`src/rtl/muldiv_unit.sv`:
```
// -----------------------------------------------------------------------------
// muldiv_unit
//   Iterative RV32M multiply/divide side unit. Operands come from the register
//   file read ports; the result, destination address and write strobe go to the
//   register file write port. Fixed latency: mode iterations plus one FINISH
//   cycle, including the divide-by-zero and signed-overflow cases.
//
// Handshake (valid/ready): start is only accepted while busy=0 and flush=0.
//   A request is taken on the edge where start=1 and the unit is IDLE. The
//   unit answers with a single-cycle done pulse; result/rd_out are valid in
//   that cycle and hold afterwards. flush aborts at the next edge and masks
//   done/write in its own cycle. There is no back-pressure on done.
//
// Ports:
//   clk, reset_n          clock, asynchronous active-low reset
//   start, flush          request / abort
//   op                    funct3 (0 MUL .. 7 REMU)
//   rs1_data, rs2_data    operands A and B
//   rd_in                 destination register of the request
//   busy                  state != IDLE
//   done                  one-cycle completion pulse
//   write                 register-file write enable (done and rd_out != 0)
//   rd_out, result        registered destination and result
//   dbg_state             current FSM state (0 IDLE, 1 CALC, 2 FINISH)
// -----------------------------------------------------------------------------
module muldiv_unit #(
  parameter int mode       = 32,
  parameter int reg_number = 32
) (
  input  logic                          clk,
  input  logic                          reset_n,
  input  logic                          start,
  input  logic                          flush,
  input  logic [2:0]                    op,
  input  logic [mode-1:0]               rs1_data,
  input  logic [mode-1:0]               rs2_data,
  input  logic [$clog2(reg_number):0]   rd_in,
  output logic                          busy,
  output logic                          done,
  output logic                          write,
  output logic [$clog2(reg_number):0]   rd_out,
  output logic [mode-1:0]               result,
  output logic [1:0]                    dbg_state
);

  localparam int CW = (mode > 1) ? $clog2(mode) : 1;
  localparam logic [CW-1:0] LAST_CNT = CW'(mode - 1);

  typedef enum logic [1:0] {
    S_IDLE   = 2'd0,
    S_CALC   = 2'd1,
    S_FINISH = 2'd2
  } state_t;

  state_t                        r_state;
  state_t                        w_state_n;
  logic [CW-1:0]                 r_cnt;
  logic [2:0]                    r_op;
  logic [$clog2(reg_number):0]   r_rd;
  logic [mode-1:0]               r_hi;   // partial product high half / partial remainder
  logic [mode-1:0]               r_lo;   // multiplier / dividend-then-quotient
  logic [mode-1:0]               r_b;    // |B|: multiplicand or divisor
  logic                          r_sa;   // operand A was negative and treated signed
  logic                          r_sb;   // operand B was negative and treated signed
  logic                          r_div0;
  logic [mode-1:0]               r_result;
  logic [$clog2(reg_number):0]   r_rd_out;

  // ---------------------------------------------------------------------------
  // Operand conditioning at accept time
  // ---------------------------------------------------------------------------
  logic            w_a_signed, w_b_signed, w_sa, w_sb;
  logic [mode-1:0] w_mag_a, w_mag_b;

  always_comb begin
    // A is signed for MUL, MULH, MULHSU, DIV, REM; B for MUL, MULH, DIV, REM.
    w_a_signed = (op == 3'd0) || (op == 3'd1) || (op == 3'd2) ||
                 (op == 3'd4) || (op == 3'd6);
    w_b_signed = (op == 3'd0) || (op == 3'd1) || (op == 3'd4) || (op == 3'd6);
    w_sa       = w_a_signed & rs1_data[mode-1];
    w_sb       = w_b_signed & rs2_data[mode-1];
    w_mag_a    = w_sa ? (~rs1_data + 1'b1) : rs1_data;
    w_mag_b    = w_sb ? (~rs2_data + 1'b1) : rs2_data;
  end

  // ---------------------------------------------------------------------------
  // One iteration of shift-add multiply or restoring divide
  // ---------------------------------------------------------------------------
  logic [mode:0]   w_mul_sum;
  logic [mode:0]   w_div_shift;
  logic [mode:0]   w_div_diff;
  logic            w_div_ok;
  logic [mode-1:0] w_hi_n, w_lo_n;

  always_comb begin
    w_mul_sum   = {1'b0, r_hi} + (r_lo[0] ? {1'b0, r_b} : {(mode+1){1'b0}});
    w_div_shift = {r_hi, r_lo[mode-1]};
    w_div_diff  = w_div_shift - {1'b0, r_b};
    // The partial remainder stays below the divisor, so bit mode of the
    // difference is set exactly when the trial subtraction borrows.
    w_div_ok    = ~w_div_diff[mode];
    if (r_op[2]) begin
      w_hi_n = w_div_ok ? w_div_diff[mode-1:0] : w_div_shift[mode-1:0];
      w_lo_n = {r_lo[mode-2:0], w_div_ok};
    end else begin
      // Product shifts right through {hi, lo}; carry-out enters the top.
      w_hi_n = w_mul_sum[mode:1];
      w_lo_n = {w_mul_sum[0], r_lo[mode-1:1]};
    end
  end

  // ---------------------------------------------------------------------------
  // Final sign fix-up and selection, applied to the last iteration's values
  // ---------------------------------------------------------------------------
  logic [2*mode-1:0] w_prod, w_prod_s;
  logic [mode-1:0]   w_quo, w_rem, w_final;

  always_comb begin
    w_prod   = {w_hi_n, w_lo_n};
    w_prod_s = (r_sa ^ r_sb) ? (~w_prod + 1'b1) : w_prod;
    // With B = 0 the restoring loop leaves |A| in the remainder, so only the
    // quotient needs overriding. Signed overflow falls out naturally.
    w_quo    = r_div0 ? {mode{1'b1}}
                      : ((r_sa ^ r_sb) ? (~w_lo_n + 1'b1) : w_lo_n);
    w_rem    = r_sa ? (~w_hi_n + 1'b1) : w_hi_n;
    case (r_op)
      3'd0:          w_final = w_prod_s[mode-1:0];
      3'd1, 3'd2,
      3'd3:          w_final = w_prod_s[2*mode-1:mode];
      3'd4, 3'd5:    w_final = w_quo;
      default:       w_final = w_rem;
    endcase
  end

  // ---------------------------------------------------------------------------
  // FSM
  // ---------------------------------------------------------------------------
  always_ff @(posedge clk or negedge reset_n) begin
    if (!reset_n) r_state <= S_IDLE;
    else          r_state <= w_state_n;
  end

  always_comb begin
    w_state_n = r_state;
    busy      = 1'b0;
    done      = 1'b0;
    case (r_state)
      S_IDLE: begin
        if (start && !flush) w_state_n = S_CALC;
      end
      S_CALC: begin
        busy = 1'b1;
        if (flush)                  w_state_n = S_IDLE;
        else if (r_cnt == LAST_CNT) w_state_n = S_FINISH;
      end
      S_FINISH: begin
        busy      = 1'b1;
        done      = ~flush;
        w_state_n = S_IDLE;
      end
      default: w_state_n = S_IDLE;
    endcase
  end

  assign write     = done & (r_rd_out != '0);
  assign rd_out    = r_rd_out;
  assign result    = r_result;
  assign dbg_state = r_state;

  // ---------------------------------------------------------------------------
  // Datapath registers
  // ---------------------------------------------------------------------------
  always_ff @(posedge clk or negedge reset_n) begin
    if (!reset_n) begin
      r_cnt    <= '0;
      r_op     <= '0;
      r_rd     <= '0;
      r_hi     <= '0;
      r_lo     <= '0;
      r_b      <= '0;
      r_sa     <= 1'b0;
      r_sb     <= 1'b0;
      r_div0   <= 1'b0;
      r_result <= '0;
      r_rd_out <= '0;
    end else begin
      case (r_state)
        S_IDLE: begin
          if (start && !flush) begin
            r_cnt  <= '0;
            r_op   <= op;
            r_rd   <= rd_in;
            r_hi   <= '0;
            r_lo   <= w_mag_a;
            r_b    <= w_mag_b;
            r_sa   <= w_sa;
            r_sb   <= w_sb;
            r_div0 <= (rs2_data == '0);
          end
        end
        S_CALC: begin
          if (!flush) begin
            r_cnt <= r_cnt + 1'b1;
            r_hi  <= w_hi_n;
            r_lo  <= w_lo_n;
            if (r_cnt == LAST_CNT) begin
              r_result <= w_final;
              r_rd_out <= r_rd;
            end
          end
        end
        default: ;
      endcase
    end
  end

endmodule
```
`config.mk`:
```
export PLATFORM = sky130hd
export DESIGN_NAME = muldiv_unit
export DESIGN_NICKNAME = d
export VERILOG_FILES = /design/src/rtl/muldiv_unit.sv
export SDC_FILE = /design/constraint.sdc
export NUM_CORES = 1
export LEC_CHECK = 0
export BUFFER_PORTS_ARGS = -buffer_cell sky130_fd_sc_hd__buf_4
export CAP_MARGIN = 20
export CORE_ASPECT_RATIO = 0.75
export CORE_MARGIN = 10
export CORE_UTILIZATION = 45
export DETAILED_ROUTE_END_ITERATION = 12
export SYNTH_ARGS = -nofsm -noshare
export SYNTH_HDL_FRONTEND = slang
export SYNTH_SLANG_ARGS = --single-unit
export TNS_END_PERCENT = 5
```
`constraint.sdc`:
```
create_clock -name clk -period 8.1 [get_ports clk]
set_clock_uncertainty 0.2 [all_clocks]
set_input_delay 1.62 -clock clk [delete_from_list [all_inputs] [get_ports clk]]
set_output_delay 1.62 -clock clk [all_outputs]
set_load 0.02 [all_outputs]
```
; After elaboration in Yosys (flattened, before gate mapping)
; Cells that the tools add are included.
[totals]
ff_bits = 153
latch_bits = 0
ram_bits = 0
romBits = 0
input_bits = 77
output_inout_bits = 43
wordCells = 93
mem_count = 0
[op_classes]
addsub = 8
n_mul = 0
div = 0
magnitude_cmp = 0
eq_ne = 15
shifts = 0
muxes = 26
bitwise_logic = 11
n_reduce_logical = 21
[ops]
columns = op, count
row1 = $mux 32, 13
row2 = $add 32x1->32 const B, 4
row3 = $not 32->32, 4
row4 = $pmux 32 s2, 2
row5 = $pmux 32 s3, 1
row6 = $add 64x1->64 const B, 1
row7 = $mux 64, 1
row8 = $not 64->64, 1
row9 = $add 32x32->33, 1
row10 = $sub 33x32->33, 1
row11 = $logic_not 32->1, 1
row12 = $eq 3x3->1 const B, 4
row13 = $mux 5, 2
row14 = $pmux 5 s2, 1
row15 = $eq 3x2->1 const B, 3
row16 = $eq 3x1->1 const B, 2
row17 = $logic_not 3->1, 2
row18 = $logic_or 1x1->1, 6
row19 = $mux 2, 3
row20 = $reduce_and 3->1, 2
row21 = $reduce_bool 6->1, 1
row22 = $add 5x1->5 const B, 1
row23 = $eq 5x5->1 const B, 1
row24 = $ne 2x2->1 const B, 2
row25 = other kinds (15), 21

; Depth between registers and ports, before layout
[depth]
ltp_word = 9
ltp_mapped = 24

; Worst setup path after synthesis
; OpenSTA, ideal clock, no wires.
[synth_path]
path_type = flip-flop to flip-flop
startpoint = register r_lo[31]
endpoint = register r_result[24] (netlist: result[24])
arrival_time_ns = 4.907
required_time_ns = 7.818
path_slack_ns = 2.911
stages_incl_launch_ff = 24
path_buffers = 4
synth_period_minus_slack_ns = 5.189
cell_sequence = dfrtp_1 -> inv_1 -> ha_1 -> fa_1 -> nand2b_1 -> a21o_1 -> a211oi_4 -> o211a_4 -> o21ai_2 -> buf_6 -> nand2_1 -> clkbuf_1 -> o21ai_0 -> a21oi_1 -> ha_1 -> o21ai_0 -> or4b_1 -> buf_2 -> nand2b_4 -> buf_6 -> or3_1 -> nor3_1 -> o31ai_1 -> a31oi_1
[synth_between]
elab_chain_len = 8
[synth_rtl]
columns = element, line
row1 = start: declaration, 61  ; logic [mode-1:0] r_lo;
row2 = start signal: assignment, 194  ; r_lo <= w_mag_a;
row3 = start signal: assignment, 205  ; r_lo <= w_lo_n;
row4 = "parallel branches: the longest is 7 deep, another holds $add 64x1->64", -
row5 = $pmux 32 s3 (*), 126  ; case (r_op)
row6 = end signal: assignment, 207  ; r_result <= w_final;
row7 = end: declaration, 66  ; logic [mode-1:0] r_result;
; Mark *: on every way between the ends.
; A chain may end at the register's enable or synchronous reset.

; Worst setup path in the final report
; Same ends and word-level chain as after synthesis.

==> results by group <==
Run status
  • Status: finished, final reports clean

Timing
  • Max transition margin: 0.223
  • FMAX: 152 MHz
  • Min cycle time layout: 6.57 ns
  • Unrepaired setup endpoints after global routing: false
  • Final setup TNS: 0 ns
  • Setup violators final: 0
  • Final Hold Viols: 0
  • Final slew viol count: 0
  • Period utilisation layout: 0.811
  • Least-Margin Pin Slew: 1.16 ns
  • Hold slack final: 0.265 ns

Hold path
  • HP Class: flop to flop
  • Min-delay src: r_rd[5]

Global route
  • Initial antenna violation count: 0
  • Maximum number of pins on one net before global-route repair: 70
  • GRT Overall Usage: 0.276
  • Number of global-route vias before repair: 15130
  • Grt ovf: 0
  • First-pass GRT wire length: 93.6 mm

Clocking
  • Post-CTS Resized: 0
  • Clock slew seen by the registers of the worst setup and hold paths: 0.07 ns
  • CTS tree: yes
  • Max H-tree Level: 4
  • Number of setup buffers added after CTS: 0
  • Clk sinks: 153
  • CTS Buffer Depth: 2
  • CTS root buffer: clkbuf_16
  • # hold bufs at CTS: 0
  • CTS Buf Count: 17
  • Clk_lat worst skew: 0.46 ns

Detailed routing
  • DRT iter0 DRCs: 2042
  • Post-DR wirelength/cell: 23.4 µm
  • Routed Antenna Nets: 0
  • DRT Pass-1 Iters: 6
  • Post-DR vias/cell: 6.33
  • DR vias: 16701
  • Routed WL: 61.6 mm
  • Residual DRC count: 0

Setup path
  • CP Class: flop to flop
  • Slowest CP cell: nor2_2
  • Critical Path Start: r_lo[31]
  • Type of origin of the critical path: flop
  • CP Buf/Inv Count: 2
  • Worst path top cell family by delay: compound AO/OA/AOI/OAI gates
  • Crit end category: flop
  • Crit-path max FO: 18
  • Max incr delay on CP: 0.82 ns
  • Worst R2R Start: r_lo[31]
  • Crit path required time: 8.24 ns
  • Worst-path cell chain: inv_1 > ha_1 > fa_1 > nand2b_1 > a21o_1 > a211oi_4 > o211a_4 > nor3_2 > buf_4 > nor2_2 > a21oi_1 > a21oi_1 > ha_1 > o21ai_0 > or4b_1 > nand2b_4 > o31ai_1 > nor2_1 > o31ai_1 > a31oi_1
  • Worst EP arrival: 6.71 ns

Power and ir drop
  • P_leak: 0.00774 µW
  • Max VDD drop: 206 µV
  • Power Total: 9070 µW
  • Pwr dens: 509 mW/mm²

Yosys
  • Post-synth ARST share: 1.00
  • Cell accounting for the most synthesized area: dfrtp_1
  • Main synth FF type: dfrtp_1
  • Post-Syn Area per Cell: 7.54 µm²
  • Register area share after synthesis: 0.240
  • Number of synthesized flops with an enable pin: 0
  • Share of the synthesized area in the top cell type: 0.240
  • Syn_nets: 2268
  • Synth warn: 0
  • Post-synthesis cell type count: 105
  • Synth Instances: 2116
  • Mapped Area: 0.0160 mm²
  • Synthesized flop and latch total: 153
  • Top post-synthesis cells by area: dfrtp_1, nand2_1, o21ai_0

Cells and area
  • Most frequent cells in the layout: nand2_1, o21ai_0, nor2_1
  • Area grow syn2layout: 11.7%
  • Post-route non-filler standard cell count: 2637
  • Fraction of layout instances using a drive strength above 1: 0.118
  • Final #Nets: 2318
  • Commonest non-fill, non-tap cell in the layout: nand2_1
  • Post-layout util: 0.512

Floorplanning
  • Die area: 0.0435 mm²
  • Starting density of the core: 0.458
  • Rows: 59
  • Die Y: 183 µm
  • Core Box Area: 0.0348 mm²
  • I/O pins: 120
  • Die width: 237 µm

Placement
  • Dpl hpwl: 47.4 mm
  • GP Congestion: 0.991
  • I/O Buffers: 119
  • DP Cell Count: 2604

Flow run
  • Max-Cap Viols: 0
-- metal layers --
layer	routed length, µm	vias up	track usage
li1	-	7807	-
met1	29500	8058	0.416
met2	25600	782	0.395
met3	5780	54	0.0574
met4	708	0	0.0486
met5	0	-	0
-- path summary, 6_finish.rpt --
path | to | depth (start not counted) | slack, ns
max in group asynchronous | r_hi[21] | 2 | 5.52
setup / recovery | result[24] | 20 | 1.53
min in group asynchronous | r_b[2] | 1 | 0.86
hold reg to reg | rd_out[5] | 2 | 0.26
hold / removal | rd_out[5] | 2 | 0.26
setup reg to reg | result[24] | 20 | 1.53
-- worst register-to-register path, stage by stage (launching register included) --
cell and delay, ns:
dfrtp_1 0.39, inv_1 0.08, ha_1 0.23, fa_1 0.40, nand2b_1 0.17, a21o_1 0.26, a211oi_4 0.44, o211a_4 0.25
nor3_2 0.04, buf_4 0.23, nor2_2 0.83, a21oi_1 0.27, a21oi_1 0.41, ha_1 0.28, o21ai_0 0.19, or4b_1 0.70
nand2b_4 0.28, o31ai_1 0.38, nor2_1 0.07, o31ai_1 0.26, a31oi_1 0.11
-- registers in the layout, summed over array words and instances, names as in the netlist --
signal and cells:
r_sb 1, rd_out 6, r_rd 6, result 32, r_b 32, r_cnt 5, r_hi 32, r_sa 1
r_div0 1, r_lo 32, r_op 3, dbg_state 2
-- cell type report --
| type | count | area, µm² |
|---|---|---|
| clock inverters | 10 | 165 |
| well taps | 457 | 572 |
| flip-flops and latches | 153 | 3830 |
| multi-input cells | 1774 | 11400 |
| clock buffers | 22 | 474 |
| inverters | 68 | 255 |
| repair buffers | 152 | 1140 |
| fillers | 3475 | 17000 |
| diodes | 1 | 2.50 |
-- cells in the mapped netlist, drive strengths merged, types with 5 or more instances --
cell type	n
or3	24
and4	9
or2	6
a21oi	134
a41oi	5
a211oi	26
clkbuf	88
buf	33
o21bai	9
a21boi	6
dfrtp	153
ha	73
mux2	23
nand4	21
xnor2	102
o21ai	237
and2	51
o221ai	9
a21o	24
nor3	55
xor2	70
a22o	17
o211a	5
nor2	158
mux2i	43
nor4	22
and3	14
a311oi	6
a2111oi	7
or4	11
nand2	316
o211ai	19
o41ai	9
a31oi	40
o31ai	31
o2111ai	6
o22ai	19
nand2b	20
nand3	40
nor2b	13
inv	67
o21a	18
a221oi	13
a211o	12
-- metrics by stage --
step / worst slack (ns) / instance area [µm²]
floorplan: 2.91 / 16000
global placement: 1.86 / 17200
detailed placement: 1.70 / 17200
CTS: 1.69 / 17800
global route: 1.24 / 17800
finish: 1.53 / 17800
-- report_power, final --
| part | total, µW | internal [µW] | switching, µW | leakage, µW |
|---|---|---|---|---|
| clock network | 914 | 543 | 371 | 0.000315 |
| logic | 6820 | 2270 | 4550 | 0.00544 |
| registers | 1330 | 1010 | 325 | 0.00199 |
-- logic make-up (layout without fill, tap and decap cells) --
family | after synthesis | count (layout) | synth area share
AND/OR/NAND/NOR | 776 | 776 | 0.233
AO/OA/AOI/OAI | 685 | 685 | 0.281
buffers and inverters | 189 | 252 | 0.0484
XOR/XNOR | 172 | 172 | 0.0944
flip-flops | 153 | 153 | 0.240
adder cells (fa/ha/maj) | 75 | 75 | 0.0598
multiplexers | 66 | 66 | 0.0432
other | 0 | 1 | 0
Note: power is estimated with default switching activity, not from simulation.
